===== config.mk =====
export PLATFORM = sky130hd
export DESIGN_NAME = parking_lot_occupancy
export DESIGN_NICKNAME = d
export VERILOG_FILES = /design/src/rtl/parking_lot_pkg.sv /design/src/rtl/gate_fsm.sv /design/src/rtl/parking_lot_occupancy.sv
export SDC_FILE = /design/constraint.sdc
export NUM_CORES = 1
export LEC_CHECK = 0
export CORE_MARGIN = 2
export CORE_UTILIZATION = 55
export DETAILED_ROUTE_END_ITERATION = 7
export HOLD_SLACK_MARGIN = 0.08
export PLACE_DENSITY = 0.81
export SLEW_MARGIN = 5
export SYNTH_ARGS = -nofsm -noshare
export SYNTH_HDL_FRONTEND = slang
export SYNTH_SLANG_ARGS = --single-unit

===== constraint.sdc =====
create_clock -name clk -period 4.4 [get_ports clk]
set_input_delay 0.88 -clock clk [delete_from_list [all_inputs] [get_ports clk]]
set_output_delay 0.88 -clock clk [all_outputs]
set_load 0.02 [all_outputs]

===== src/rtl/parking_lot_pkg.sv =====
// Shared types and constants for the multi-gate parking-lot occupancy tracker.
// Latency: n/a (declarations only).
// Backpressure: n/a.
//
// Holds the per-gate sequence-detector state enum, the encodings of the
// synchronised {a,b} sensor pair, and the counter width helper.
package parking_lot_pkg;

    // Per-gate sequence detector states. EN* track an entry in progress,
    // EX* track an exit in progress.
    typedef enum logic [2:0] {
        ST_IDLE = 3'd0,
        ST_EN1  = 3'd1,
        ST_EN2  = 3'd2,
        ST_EN3  = 3'd3,
        ST_EX1  = 3'd4,
        ST_EX2  = 3'd5,
        ST_EX3  = 3'd6
    } gate_state_t;

    // Synchronised sensor pair, packed as {a, b}; 1 = beam blocked.
    localparam logic [1:0] AB_CLEAR = 2'b00;  // neither beam blocked
    localparam logic [1:0] AB_OUTER = 2'b10;  // only outer beam blocked
    localparam logic [1:0] AB_INNER = 2'b01;  // only inner beam blocked
    localparam logic [1:0] AB_BOTH  = 2'b11;  // vehicle spans both beams

    // Bits needed to hold 0..capacity inclusive.
    function automatic int cnt_width(input int capacity);
        return $clog2(capacity + 1);
    endfunction

endpackage


===== src/rtl/gate_fsm.sv =====
// One gate: sensor synchroniser plus entry/exit sequence detector.
// Latency: SYNC_STAGES edges raw->synced, +1 edge synced final 00 -> pulse.
// Backpressure: none; pulses are fire-and-forget one-cycle strobes.
//
// Ports:
//   clk, reset            system clock, async active-high reset
//   a, b                  raw outer / inner beam sensors (asynchronous)
//   entry_pulse           registered one-cycle strobe on a completed entry
//   exit_pulse            registered one-cycle strobe on a completed exit
module gate_fsm
    import parking_lot_pkg::*;
#(
    parameter int SYNC_STAGES = 2
) (
    input  logic clk,
    input  logic reset,
    input  logic a,
    input  logic b,
    output logic entry_pulse,
    output logic exit_pulse
);

    logic [SYNC_STAGES-1:0] a_sync;
    logic [SYNC_STAGES-1:0] b_sync;
    logic [1:0]             ab;

    gate_state_t state;
    gate_state_t state_nxt;
    logic        entry_nxt;
    logic        exit_nxt;

    // Plain flop chains; the sensors are slow mechanical events so a
    // per-bit synchroniser is sufficient (a and b may land one cycle apart,
    // which the detector tolerates because every legal step is held).
    always_ff @(posedge clk or posedge reset) begin
        if (reset) begin
            a_sync <= '0;
            b_sync <= '0;
        end else begin
            a_sync <= {a_sync[SYNC_STAGES-2:0], a};
            b_sync <= {b_sync[SYNC_STAGES-2:0], b};
        end
    end

    assign ab = {a_sync[SYNC_STAGES-1], b_sync[SYNC_STAGES-1]};

    always_ff @(posedge clk or posedge reset) begin
        if (reset) begin
            state       <= ST_IDLE;
            entry_pulse <= 1'b0;
            exit_pulse  <= 1'b0;
        end else begin
            state       <= state_nxt;
            entry_pulse <= entry_nxt;
            exit_pulse  <= exit_nxt;
        end
    end

    // Entry walks 10 -> 11 -> 01 -> 00; exit is the mirror 01 -> 11 -> 10 -> 00.
    // Backing up one step (e.g. EN2 on 10) is allowed; anything else that
    // breaks the sequence drops back to IDLE. IDLE ignores 11 so a vehicle
    // sitting in the gate across reset never produces a count.
    always_comb begin
        state_nxt = state;
        entry_nxt = 1'b0;
        exit_nxt  = 1'b0;
        case (state)
            ST_IDLE: begin
                if (ab == AB_OUTER)      state_nxt = ST_EN1;
                else if (ab == AB_INNER) state_nxt = ST_EX1;
            end
            ST_EN1: begin
                if (ab == AB_BOTH)       state_nxt = ST_EN2;
                else if (ab != AB_OUTER) state_nxt = ST_IDLE;
            end
            ST_EN2: begin
                if (ab == AB_INNER)      state_nxt = ST_EN3;
                else if (ab == AB_OUTER) state_nxt = ST_EN1;
                else if (ab == AB_CLEAR) state_nxt = ST_IDLE;
            end
            ST_EN3: begin
                if (ab == AB_BOTH)       state_nxt = ST_EN2;
                else if (ab == AB_OUTER) state_nxt = ST_IDLE;
                else if (ab == AB_CLEAR) begin
                    state_nxt = ST_IDLE;
                    entry_nxt = 1'b1;
                end
            end
            ST_EX1: begin
                if (ab == AB_BOTH)       state_nxt = ST_EX2;
                else if (ab != AB_INNER) state_nxt = ST_IDLE;
            end
            ST_EX2: begin
                if (ab == AB_OUTER)      state_nxt = ST_EX3;
                else if (ab == AB_INNER) state_nxt = ST_EX1;
                else if (ab == AB_CLEAR) state_nxt = ST_IDLE;
            end
            ST_EX3: begin
                if (ab == AB_BOTH)       state_nxt = ST_EX2;
                else if (ab == AB_INNER) state_nxt = ST_IDLE;
                else if (ab == AB_CLEAR) begin
                    state_nxt = ST_IDLE;
                    exit_nxt  = 1'b1;
                end
            end
            default: state_nxt = ST_IDLE;
        endcase
    end

endmodule


===== src/rtl/parking_lot_occupancy.sv =====
// Multi-gate parking-lot occupancy counter with saturation and sticky errors.
// Latency: raw final release to count change is SYNC_STAGES+2 edges.
// Backpressure: none; every completed entry/exit is consumed the cycle it pulses.
//
// Ports:
//   clk, reset                system clock, async active-high reset
//   a, b [N_GATES]            raw outer / inner beam sensors per gate
//   err_clr                   synchronous clear of ovf_err / udf_err (set wins)
//   count [CNT_W]             registered occupancy, saturates at 0 and CAPACITY
//   full, empty               decodes of count
//   ovf_err, udf_err          sticky: entry discarded at capacity / exit at zero
//   entry_pulse, exit_pulse   per-gate one-cycle completion strobes
module parking_lot_occupancy
    import parking_lot_pkg::*;
#(
    parameter  int N_GATES     = 2,
    parameter  int CAPACITY    = 9,
    parameter  int SYNC_STAGES = 2,
    localparam int CNT_W       = cnt_width(CAPACITY)
) (
    input  logic               clk,
    input  logic               reset,
    input  logic [N_GATES-1:0] a,
    input  logic [N_GATES-1:0] b,
    input  logic               err_clr,
    output logic [CNT_W-1:0]   count,
    output logic               full,
    output logic               empty,
    output logic               ovf_err,
    output logic               udf_err,
    output logic [N_GATES-1:0] entry_pulse,
    output logic [N_GATES-1:0] exit_pulse
);

    // Four guard bits hold up to +/-8 simultaneous events plus a sign.
    localparam int SUM_W = CNT_W + 4;
    localparam logic signed [SUM_W-1:0] CAP_S = SUM_W'(CAPACITY);

    logic [3:0]              n_ent;
    logic [3:0]              n_ext;
    logic signed [SUM_W-1:0] sum;
    logic                    ovf_evt;
    logic                    udf_evt;
    logic [CNT_W-1:0]        count_nxt;

    for (genvar g = 0; g < N_GATES; g++) begin : g_gate
        gate_fsm #(
            .SYNC_STAGES (SYNC_STAGES)
        ) u_gate_fsm (
            .clk         (clk),
            .reset       (reset),
            .a           (a[g]),
            .b           (b[g]),
            .entry_pulse (entry_pulse[g]),
            .exit_pulse  (exit_pulse[g])
        );
    end

    // Entries and exits from the same cycle net out before the clamp, so a
    // full lot with one car in and one car out is neither changed nor flagged.
    always_comb begin
        n_ent = '0;
        n_ext = '0;
        for (int i = 0; i < N_GATES; i++) begin
            n_ent = n_ent + {3'b000, entry_pulse[i]};
            n_ext = n_ext + {3'b000, exit_pulse[i]};
        end
        sum = $signed({4'b0000, count})
            + $signed({{CNT_W{1'b0}}, n_ent})
            - $signed({{CNT_W{1'b0}}, n_ext});

        ovf_evt   = (sum > CAP_S);
        udf_evt   = sum[SUM_W-1];
        count_nxt = sum[CNT_W-1:0];
        if (ovf_evt)      count_nxt = CNT_W'(CAPACITY);
        else if (udf_evt) count_nxt = '0;
    end

    always_ff @(posedge clk or posedge reset) begin
        if (reset) begin
            count   <= '0;
            ovf_err <= 1'b0;
            udf_err <= 1'b0;
        end else begin
            count   <= count_nxt;
            // A fresh event in the clear cycle keeps the flag set.
            ovf_err <= ovf_evt | (ovf_err & ~err_clr);
            udf_err <= udf_evt | (udf_err & ~err_clr);
        end
    end

    assign full  = (count == CNT_W'(CAPACITY));
    assign empty = (count == '0);

endmodule

==> results of run 1 <==
[report_power, final]
part	internal, mW	total [mW]	switching [mW]
Combinational	0.0682	0.137	0.0688
Sequential	0.247	0.277	0.0304
Clock	0.0921	0.159	0.0669
Total	0.407	0.573	0.166
[cells in the final DEF (no fill, tap or decap), types with 2 or more instances in the layout]
cell             Yosys  routed
o2bb2ai_1            2       2
clkbuf_4             0       3
inv_1               17      17
and3_1               3       3
o21ai_0              6       6
mux2i_1              2       2
nor2b_1              2       2
a221oi_1             2       2
fa_1                 3       3
ha_1                 6       6
nand2_1              4       4
nand2b_1             6       6
nor3b_1              3       3
or2b_1               2       2
dfrtp_1             24      24
clkdlybuf4s50_1      0      18
o211ai_1             4       4
a21oi_1              5       5
nand4_1              2       2
nor2_1               2       2
[synthesized netlist by cell type]
master	n	area, um^2
a2111oi_4	1	27.5
a211oi_1	1	7.51
a21o_1	1	7.51
a21o_2	1	8.76
a21oi_1	5	25.0
a221oi_1	2	17.5
a31oi_1	1	6.26
a32o_1	1	10.0
a32oi_1	1	8.76
a41oi_1	1	8.76
and3_1	3	18.8
buf_4	5	37.5
dfrtp_1	24	601
fa_1	3	60.1
ha_1	6	75.1
inv_1	17	63.8
mux2i_1	2	20.0
nand2_1	4	15.0
nand2b_1	6	37.5
nand3b_1	1	7.51
nand4_1	2	12.5
nor2_1	2	7.51
nor2b_1	2	12.5
nor2b_2	1	8.76
nor3_1	1	5.00
nor3b_1	3	22.5
nor3b_2	1	12.5
nor4b_1	1	8.76
o211ai_1	4	30.0
o21ai_0	6	30.0
o21bai_1	1	7.51
o22ai_1	1	6.26
o2bb2ai_1	2	17.5
or2_1	1	6.26
or2b_1	2	15.0
xnor2_1	1	8.76
xor2_1	1	8.76
[cell type report]
class	instances	area [um^2]
inverter	17	63.8
clock inverter	1	30.0
clock buffer	3	22.5
multi-input combinational	72	582
sequential	24	601
fill	160	698
tap	28	35.0
timing repair buffer	18	180
[stage by stage]
| step | util [%] | worst slack [ns] | cells | power (mW) |
|---|---|---|---|---|
| after floorplan | - | 1.88 | 118 | 0.367 |
| after global placement | 66.1 | 1.69 | 159 | 0.414 |
| after detailed placement | 66.1 | 1.70 | 159 | 0.420 |
| after CTS | 68.4 | 1.40 | 163 | 0.578 |
| after global routing | 68.4 | 1.28 | 163 | 0.606 |
| final | 68.4 | 1.41 | 163 | 0.573 |
[critical path, stage by stage, from the launching register on]
cell and delay (ns):
dfrtp_1 0.54, inv_1 0.22, ha_1 0.25, and3_1 0.18, clkdlybuf4s50_1 0.60
[routing by layer]
metal  vias to the layer above  global-route usage [%]  wire, um
met1                       445                    26.6      1040
met3                         5                    3.71       121
met5                         -                       0         0
met4                         0                    8.97        43
li1                        445                       -         -
met2                        29                    30.2      1070
[flip-flops by register name, indices dropped and copies added (netlist names)]
register	count
g_gate.u_gate_fsm.state	6
g_gate.u_gate_fsm.exit_pulse	2
udf_err	1
ovf_err	1
g_gate.u_gate_fsm.entry_pulse	2
g_gate.u_gate_fsm.b_sync	4
count	4
g_gate.u_gate_fsm.a_sync	4
[kinds of logic (layout without fill, tap and decap cells)]
kind of cell             after synthesis  count (layout)  synth area share, %
AO/OA/AOI/OAI                         29              29                 17.1
XOR/XNOR                               2               2                 1.36
adder cells (fa/ha/maj)                9               9                 10.5
buffers and inverters                 22              39                 7.89
flip-flops                            24              24                 46.8
multiplexers                           2               2                 1.56
AND/OR/NAND/NOR                       30              30                 14.8
[how the worst max path moves through the flow]
stage / end / slack [ns]
finish: empty / 1.41
global route: empty / 1.28
CTS: empty / 1.40
detailed placement: count[0] / 1.70
global placement: count[0] / 1.69
floorplan: count[0] / 1.88
==> flow_summary.ini, run 1 <==
[status]
status = complete, no violations

[clock_network]
clk_pin_slew_ns = 0.13
cts_buffers = 3
cts-hold-fix-buffers = 0
postCtsResizedCells = 0
clockBufferDepth = 2
post_cts_buffers = 0
cts_root_buf = clkbuf_4
cts_max_level = 1
cts_tree = done
clkSinkCount = 24
clock_latency_ns = 0.32

[die]
core_mm2 = 0.00221
io_pins = 19
initial_core_util_pct = 58.0
fp.dieW_um = 52.3
rows = 17
die_y_um = 52.3
die-area_mm2 = 0.00274

[layout]
syn_to_final_growth_pct = 17.9
diodes = 0
fin_nets = 152
drive_above_1_share_pct = 5.93
post-route-cell-area_mm2 = 0.00151

[global_route]
grt_max_degree = 25
first_global_vias = 895
grt_overflow = 0
antenna_found_initial = 0
grt_pass1_wl_um = 3870
grt_use_total_pct = 19.6

[worst_setup_path]
path_class = flop to primary output
cp_max_fo = 10
cp-end-kind = primary output
startpoint_type = flop
arrival_ns = 2.11
r2r-end = count[0]
reg2reg_depth = 9
critPathRequiredTime_ns = 3.52
rrSetupSlack_ns = 1.68
crit_path_start = count[3]
rr_startpoint = g_gate[0].u_gate_fsm.exit_pulse

[run]
maxCapViolations = 0

[timing]
min_period_ns = 2.99
slew_violations = 0
worstMarginPinSlew_ns = 0.893
final.setup.tns_ns = 0
rsz0062_at_grt = false
hold_ws_ns = 0.363
fin_skew_ns = 0.00455
final-setup-viol-count = 0
finalHoldViolCount = 0
fin_crit_sh_pct = 68.0
relSlewSlack_pct = 40.4
clock.fmax_mhz = 334

[yosys]
ys_ff_latch = 24
ys_types = 37
synthCells = 118
ys_warn_count = 0
ys_seq_area_share_pct = 46.8
synth_nets = 134
syn_area_mm2 = 0.00128
syn_avg_cell_area_um2 = 10.9

[routing]
wl_um = 2280
vias = 924
wl_per_cell_um = 14.0
drc = 0
drtAntennaViolNets = 0
via_per_inst = 5.67
drt-pass1-iter-count = 4
first_iter_violations = 15

[worst_hold_path]
hp-class = flop to flop
hp-start = g_gate[1].u_gate_fsm.a_sync[0]
whs_endpoint = g_gate[1].u_gate_fsm.a_sync[1]
hold-path-cell-count = 0

[pwr]
p_per_area_mw_per_mm2 = 379
leakagePower_nw = 0.678
ir_worst_vdd_mv = 0.312

[place]
dpl.hpwl_um = 1710
postPlaceCellArea_mm2 = 0.00146
place.port_buffers = 18
gp_congestion = 0.874
No activity file was read; power rests on OpenSTA's default activity.
==> inputs of run 2 (changes only) <==
CORE_UTILIZATION = 53   (was 55)
PLACE_DENSITY = 0.78   (was 0.81)
clock period = 2.76 ns   (was 4.4 ns; I/O delays follow)
==> flow_summary.ini, run 2 (same netlist as run 1, synthesis figures left out) <==
[clock_network]
cts-hold-fix-buffers = 0
clkSinkCount = 24
clockBufferDepth = 2
cts_tree = done
clk_pin_slew_ns = 0.13
cts_max_level = 1
clock_latency_ns = 0.31
cts_root_buf = clkbuf_4
cts_buffers = 3

[worst_setup_path]
cpMostUsedCell = inv_1
critPathMaxStageDelay_ns = 0.54
path_cells = inv_1 > fa_1 > inv_1 > fa_1 > inv_1 > ha_1 > fa_2 > o21ai_1 > a32oi_1
crit_family = adder cells
critPathRequiredTime_ns = 2.95
cp-end-kind = flop
cp_slowest_cell = fa_1
worst-path-buf-inv = 3
cp_max_fo = 3
arrival_ns = 2.80
path_class = flop to flop
startpoint_type = flop

[layout]
largest_reg_flops = 6
seq_area_um2 = 601
n_fill_cell = 167
final_cell_mix = 24 x dfrtp_1, 18 x clkdlybuf4s50_1, 17 x inv_1
syn_to_final_growth_pct = 20.8
final_common_cell = dfrtp_1
multiInputGateArea_um2 = 596
diodes = 0
regMostFlops = g_gate.u_gate_fsm.state
drive_above_1_share_pct = 9.42
fin_nets = 155

[die]
die_y_um = 53.2
core_mm2 = 0.00225
fp.dieW_um = 53.2
die-area_mm2 = 0.00283
io_pins = 19
initial_core_util_pct = 56.9
rows = 17

[timing]
fin_skew_ns = 0.00470
slew_violations = 0
final.setup.tns_ns = 0
min_period_ns = 2.61
worstMarginPinSlew_ns = 0.325
relSlewSlack_pct = 78.3
fin_crit_sh_pct = 94.5
final-setup-viol-count = 0
rsz0062_at_grt = false
clock.fmax_mhz = 383
finalHoldViolCount = 0

[pwr]
p_clk_share_pct = 27.0
p_per_area_mw_per_mm2 = 590
p_int_uw = 653
pwr-share-comb_pct = 24.4
p_seq_share_pct = 48.6
power_uw = 915
leakagePower_nw = 0.701
swShare_pct = 28.6
power_switching_uw = 262
ir_worst_vdd_mv = 0.399

[routing]
wl_per_cell_um = 14.2
first_iter_violations = 15
via_per_inst = 5.63
drtAntennaViolNets = 0
vias = 934
drt-pass1-iter-count = 4
wl_um = 2350
drc = 0

[global_route]
grt_pass1_wl_um = 4230
first_global_vias = 968
grt_overflow = 0
grt_max_degree = 25
antenna_found_initial = 0
grt_use_total_pct = 20.7

[status]
status = complete, no violations

[run]
maxCapViolations = 0

[place]
place.port_buffers = 18
dpl.hpwl_um = 1840
gp_congestion = 0.917

[worst_hold_path]
hp-class = flop to flop
## run 2: final timing paths
check	from	slack, ns	cells after the start	to
min reg2reg	g_gate[0].u_gate_fsm.b_sync[0]	0.37	0	g_gate[0].u_gate_fsm.b_sync[1]
max in group asynchronous	reset	1.97	3	g_gate[0].u_gate_fsm.state[0]
min in group asynchronous	reset	0.57	3	count[3]
max	g_gate[0].u_gate_fsm.exit_pulse	0.15	9	ovf_err
max reg2reg	g_gate[0].u_gate_fsm.exit_pulse	0.15	9	ovf_err
min	g_gate[0].u_gate_fsm.b_sync[0]	0.37	0	g_gate[0].u_gate_fsm.b_sync[1]
## run 2: stage by stage
step / area (um^2) / util (%) / setup slack [ns] / cells / hold slack, ns
floorplan: 1280 / - / 0.245 / 118 / 0.331
global placement: 1480 / 65.8 / 0.228 / 162 / 0.332
detailed placement: 1480 / 65.8 / 0.120 / 162 / 0.345
CTS: 1540 / 68.1 / 0.0989 / 166 / 0.382
global route: 1550 / 68.8 / 0.0148 / 166 / 0.396
finish: 1550 / 68.8 / 0.150 / 166 / 0.374
## run 2: cell type report
class | instances | area share, %
clock buffer | 3 | 1.45
clock inverter | 1 | 1.94
inverter | 17 | 4.12
multi-input combinational | 72 | 38.4
sequential | 24 | 38.7
tap | 28 | 2.26
timing repair buffer | 21 | 13.1
## run 2: repair_timing
item | 4_1_cts | 5_1_grt
resized for setup | 0 | 5
buffers inserted | 0 | 0
hold endpoints to repair | 0 | 0
endpoints found under the setup margin | 0 | 5
## run 2: metal layers
layer  up-vias  wire [um]  GRT usage, %
met4         0         23          7.26
met1       465        952          23.9
met5         -          0             0
li1        447          -             -
met2        18       1300          37.9
met3         4         75          3.39
## run 2: power by group through the flow
stage	combinational (mW)	sequential (mW)	clock, mW
6_report	0.223	0.444	0.247
5_1_grt	0.247	0.450	0.275
4_1_cts	0.223	0.444	0.256
3_5_place_dp	0.221	0.450	0
3_3_place_gp	0.215	0.444	0
2_1_floorplan	0.132	0.453	0
==> inputs of run 3 (changes only) <==
HOLD_SLACK_MARGIN = 0.15   (was 0.08)
==> results of run 3 <==
The final DEF is identical to that of run 2; final timing and power are the same.
